### config.mk
export PLATFORM = sky130hd
export DESIGN_NAME = slave
export DESIGN_NICKNAME = d
export VERILOG_FILES = /design/src/rtl/spi_pkg.sv /design/src/rtl/slave_bit_counter.sv /design/src/rtl/slave.sv
export SDC_FILE = /design/constraint.sdc
export NUM_CORES = 1
export LEC_CHECK = 0
export CAP_MARGIN = 40
export CORE_MARGIN = 2
export CORE_UTILIZATION = 40
export CTS_CLUSTER_SIZE = 25
export DETAILED_ROUTE_END_ITERATION = 10
export GPL_TIMING_DRIVEN = 1
export HOLD_SLACK_MARGIN = 0.03
export SLEW_MARGIN = 20
export SYNTH_ARGS = -nofsm -noshare
export SYNTH_HDL_FRONTEND = slang
export SYNTH_HIERARCHICAL = 1
export SYNTH_SLANG_ARGS = --single-unit
### constraint.sdc
create_clock -name SCLK -period 2.2 [get_ports SCLK]
set_input_delay 0.33 -clock SCLK [delete_from_list [all_inputs] [get_ports SCLK]]
set_output_delay 0.33 -clock SCLK [all_outputs]
set_load 0.01 [all_outputs]
### src/rtl/spi_pkg.sv
// Shared constants for the SPI slave endpoint: default frame length and bit-counter sizing.
package spi_pkg;

   localparam int DEFAULT_WIDTH = 8;

   // Counter must represent 0..w inclusive so the saturated "frame done" value is distinct.
   function automatic int cntBits(input int w);
      return $clog2(w + 1);
   endfunction

   localparam int DEFAULT_CNT_W = cntBits(DEFAULT_WIDTH);

endpackage

### src/rtl/slave_bit_counter.sv
// Frame bit counter on SCLK falling edge: cleared while CS is high or in reset, saturates at WIDTH.
// lastBit flags the edge that completes a byte; done blocks further sampling until CS rises.
module slave_bit_counter
   import spi_pkg::*;
#(
   parameter int WIDTH = DEFAULT_WIDTH,
   localparam int CW = cntBits(WIDTH)
) (
   input  logic          SCLK,
   input  logic          reset,
   input  logic          CS,
   output logic [CW-1:0] bitCnt,
   output logic          lastBit,
   output logic          done
);

   always_comb begin
      done    = (bitCnt == CW'(WIDTH));
      lastBit = (bitCnt == CW'(WIDTH - 1));
   end

   always_ff @(negedge SCLK) begin
      if (reset || CS) begin
         bitCnt <= '0;
      end else if (!done) begin
         bitCnt <= bitCnt + CW'(1);
      end
   end

endmodule

### src/rtl/slave.sv
// SPI slave endpoint: one LSB-first byte in on MOSI and out on MISO per CS-low frame, clocked by SCLK only.
// Received byte updates on the frame's last falling edge; edges beyond WIDTH are ignored until CS rises.
module slave
   import spi_pkg::*;
#(
   parameter int WIDTH = DEFAULT_WIDTH
) (
   input  logic             SCLK,
   input  logic             reset,
   input  logic [WIDTH-1:0] slaveDataToSend,
   output logic [WIDTH-1:0] slaveDataReceived,
   input  logic             CS,
   input  logic             MOSI,
   output logic             MISO
);

   localparam int CW = cntBits(WIDTH);

   logic [WIDTH-1:0] txReg;
   logic [WIDTH-1:0] rxShift;
   logic [CW-1:0]    bitCnt;
   logic             lastBit;
   logic             cntDone;

   slave_bit_counter #(
      .WIDTH (WIDTH)
   ) u_bitCounter (
      .SCLK    (SCLK),
      .reset   (reset),
      .CS      (CS),
      .bitCnt  (bitCnt),
      .lastBit (lastBit),
      .done    (cntDone)
   );

   always_ff @(negedge SCLK) begin
      if (reset) begin
         txReg             <= '0;
         rxShift           <= '0;
         slaveDataReceived <= '0;
      end else if (CS) begin
         // Transmit byte is captured only while idle, so it stays frozen for the whole frame.
         txReg <= slaveDataToSend;
      end else if (!cntDone) begin
         for (int i = 0; i < WIDTH; i++) begin
            if (bitCnt == CW'(i)) begin
               rxShift[i] <= MOSI;
            end
         end
         if (lastBit) begin
            slaveDataReceived <= {MOSI, rxShift[WIDTH-2:0]};
         end
      end
   end

   // Bit 0 is presented as soon as CS falls, before the first falling edge of the frame.
   always_comb begin
      MISO = 1'b0;
      if (!CS) begin
         for (int i = 0; i < WIDTH; i++) begin
            if (bitCnt == CW'(i)) begin
               MISO = txReg[i];
            end
         end
      end
   end

endmodule

==> reports/metrics.cfg <==
[grt]
antenna_found_initial = 0
grt_pass1_vias = 1108
overflow = 0
grt_usage_pct = 15.74
grt_pass1_wl_mm = 4.402
grt_max_degree = 15

[worst_setup_path]
r2r_end = rxShift[2]
rr_startpoint = u_bitCounter/bitCnt[0]
end_kind = primary output
crit_arrival_ps = 2560
crit_required_ps = 1870
rrSetupSlack_ps = 290
start_kind = register
critPathKind = reg2out
startpoint = u_bitCounter/bitCnt[2]
crit_path_max_fanout = 4
worst_r2r_path_depth = 9

[pwr]
peakVddDrop_mv = 0.3177
power_mw = 1.014
leakage_nw = 0.8346
p_per_area_nw_per_um2 = 558.4

[routing]
wire_per_inst_um = 10.44
num_vias = 1194
vias_per_cell = 4.682
wl_mm = 2.662
drc = 0
drt_iter0_markers = 19
drt-pass1-iter-count = 4
drtAntennaViolNets = 0

[synth]
syn_nets = 163
ys_seq_area_share_pct = 42.44
synth_seq_cells = 27
syn-cell-area_um2 = 1274
ys_warn_count = 6
ys_types = 31
synth_area_per_cell_um2 = 8.548
netlist_instances = 149

[timing]
timing.slew.headroom_pct = 72.70
tightest_slew_ps = 409.5
rsz0062_at_grt = true
hold_viol = 0
postLayoutSetupSlackWorst_ps = -694.4
clock_skew_ps = 16.22
slew_viol_final = 0
setup_viol = 9
setup_tns_ps = -1003

[floorplan]
fp.dieH_um = 60.43
ios = 21
fp.coreArea_um2 = 3053
start_util_pct = 41.72
die_w_um = 60.43
placementRows = 20
die-area_um2 = 3652

[flow_run]
max_cap_violations = 0

[finish]
num-fill-cells = 310
fin_cells = 255
seq_area_um2 = 560.5
drive_gt1_share_pct = 27.96
final_util_pct = 59.47
multiInputGateArea_um2 = 688.2
syn_to_final_growth_pct = 42.53
n_antenna_cell = 0
nets = 226

[cts]
clk_pin_slew_ps = 40
clk-insertion-delay-late_ps = 390
root_buffer = clkbuf_4
cts_made_buffers = 3
cts_sinks = 27
cts_buffer_depth = 2
cts_tree = yes
htreeDepth = 1

[min_path]
min_to = slaveDataReceived[2]
holdCritStartpoint = rxShift[2]
hold_class = reg2reg
min_path_cells = 2

[placed_design]
port_buffers = 20
gp_congestion = 0.7706
dpl.hpwl_mm = 1.958
dp_cells = 222

[outcome]
violations = negative setup slack
status = finished, violations left

==> cells in the final DEF (no fill, tap or decap), types with 3 or more instances in the layout <==
cell type and count:
a21oi_1 15, nor2b_1 3, mux2i_1 9, nor2_1 11
nand3_1 8, nand2_1 32, dfxtp_2 10, dfxtp_1 15
clkbuf_4 3, inv_1 31, clkdlybuf4s50_1 9, buf_4 20
nor3b_1 4, buf_6 8
==> routing by layer <==
layer | part of all wire (%) | global-route usage, % | routed length, um | vias up
li1 | - | - | - | 623
met1 | 46 | 18.87 | 1220 | 548
met2 | 49 | 24.84 | 1303 | 23
met3 | 5.2 | 7.463 | 139 | 0
met4 | 0 | 5.590 | 0 | 0
met5 | 0 | 0 | 0 | -
==> cells in the mapped netlist (all sizes together) <==
cell	count	area, um2
nor3b	4	30.03
inv	5	18.77
nand3	8	40.04
and2	1	6.260
clkbuf	3	11.26
o31a	1	8.760
dfxtp	27	540.5
mux2i	9	90.09
mux2	3	41.29
nand2b	2	12.51
and4b	1	10.01
nor2b	3	18.77
and3b	2	18.77
a21oi	16	80.08
nor3	2	10.01
a2bb2oi	1	8.760
nand2	33	123.9
nor2	12	45.04
o21ai	3	15.01
nor4b	1	23.77
o31ai	1	7.510
a211oi	1	7.510
ha	2	25.02
buf	5	37.53
xnor2	1	8.760
nor4	2	33.78
==> timing repair <==
item,CTS,global route
hold buffers,0,0
buffers inserted,2,2
pin swaps,2,1
setup endpoints to repair,35,23
resized for setup,57,6
==> logic make-up (layout without fill, tap and decap cells) <==
logic type / count (synthesis) / after routing / synth area share (%)
simple gates: 71 / 71 / 29.27
flops: 27 / 27 / 42.44
compound gates: 23 / 23 / 10.02
buf+inv: 13 / 75 / 5.304
mux: 12 / 12 / 10.31
fa+ha+maj: 2 / 2 / 1.964
xor+xnor: 1 / 1 / 0.6877
==> through the flow <==
stage	hold slack [ps]	worst slack [ps]	area, um2
floorplan	425.8	-279.2	1306
global placement	440.8	-666.2	1628
detailed placement	444.2	-719.3	1628
CTS	444.6	-708.8	1793
global route	443.1	-768.3	1815
finish	447.2	-694.4	1815
==> where the power goes <==
| part | total (mW) | internal [mW] | leakage, nW | switching, mW |
|---|---|---|---|---|
| clock | 0.395 | 0.130 | 0.163 | 0.266 |
| sequential | 0.511 | 0.502 | 0.226 | 0.00923 |
| combinational | 0.108 | 0.0590 | 0.445 | 0.0486 |
==> how the worst max path moves through the flow <==
stage               endpoint  slack, ps  depth (start not counted)
global placement        MISO       -670                          5
global route            MISO       -770                          6
detailed placement      MISO       -720                          5
CTS                     MISO       -710                          5
floorplan               MISO       -280                          5
finish                  MISO       -690                          5
==> critical path, stage by stage (launching register included) <==
cell	delay, ps
dfxtp_4	350
and4b_1	270
a21oi_2	40
a2bb2oi_1	140
o21ai_1	130
buf_2	150
==> cell type report <==
type | instances | share of cell area [%]
flip-flops and latches | 27 | 30.88
multi-input cells | 109 | 37.90
repair buffers | 41 | 20.54
inverters | 3 | 0.6203
clock buffers | 3 | 1.241
well taps | 44 | 3.032
clock inverters | 28 | 5.789
==> registers in the layout, summed over array words and instances, names as in the netlist <==
signal and cells:
slaveDataReceived 8, u_bitCounter/bitCnt 4, rxShift 7, txReg 8
(Power assumes the default switching activity.)
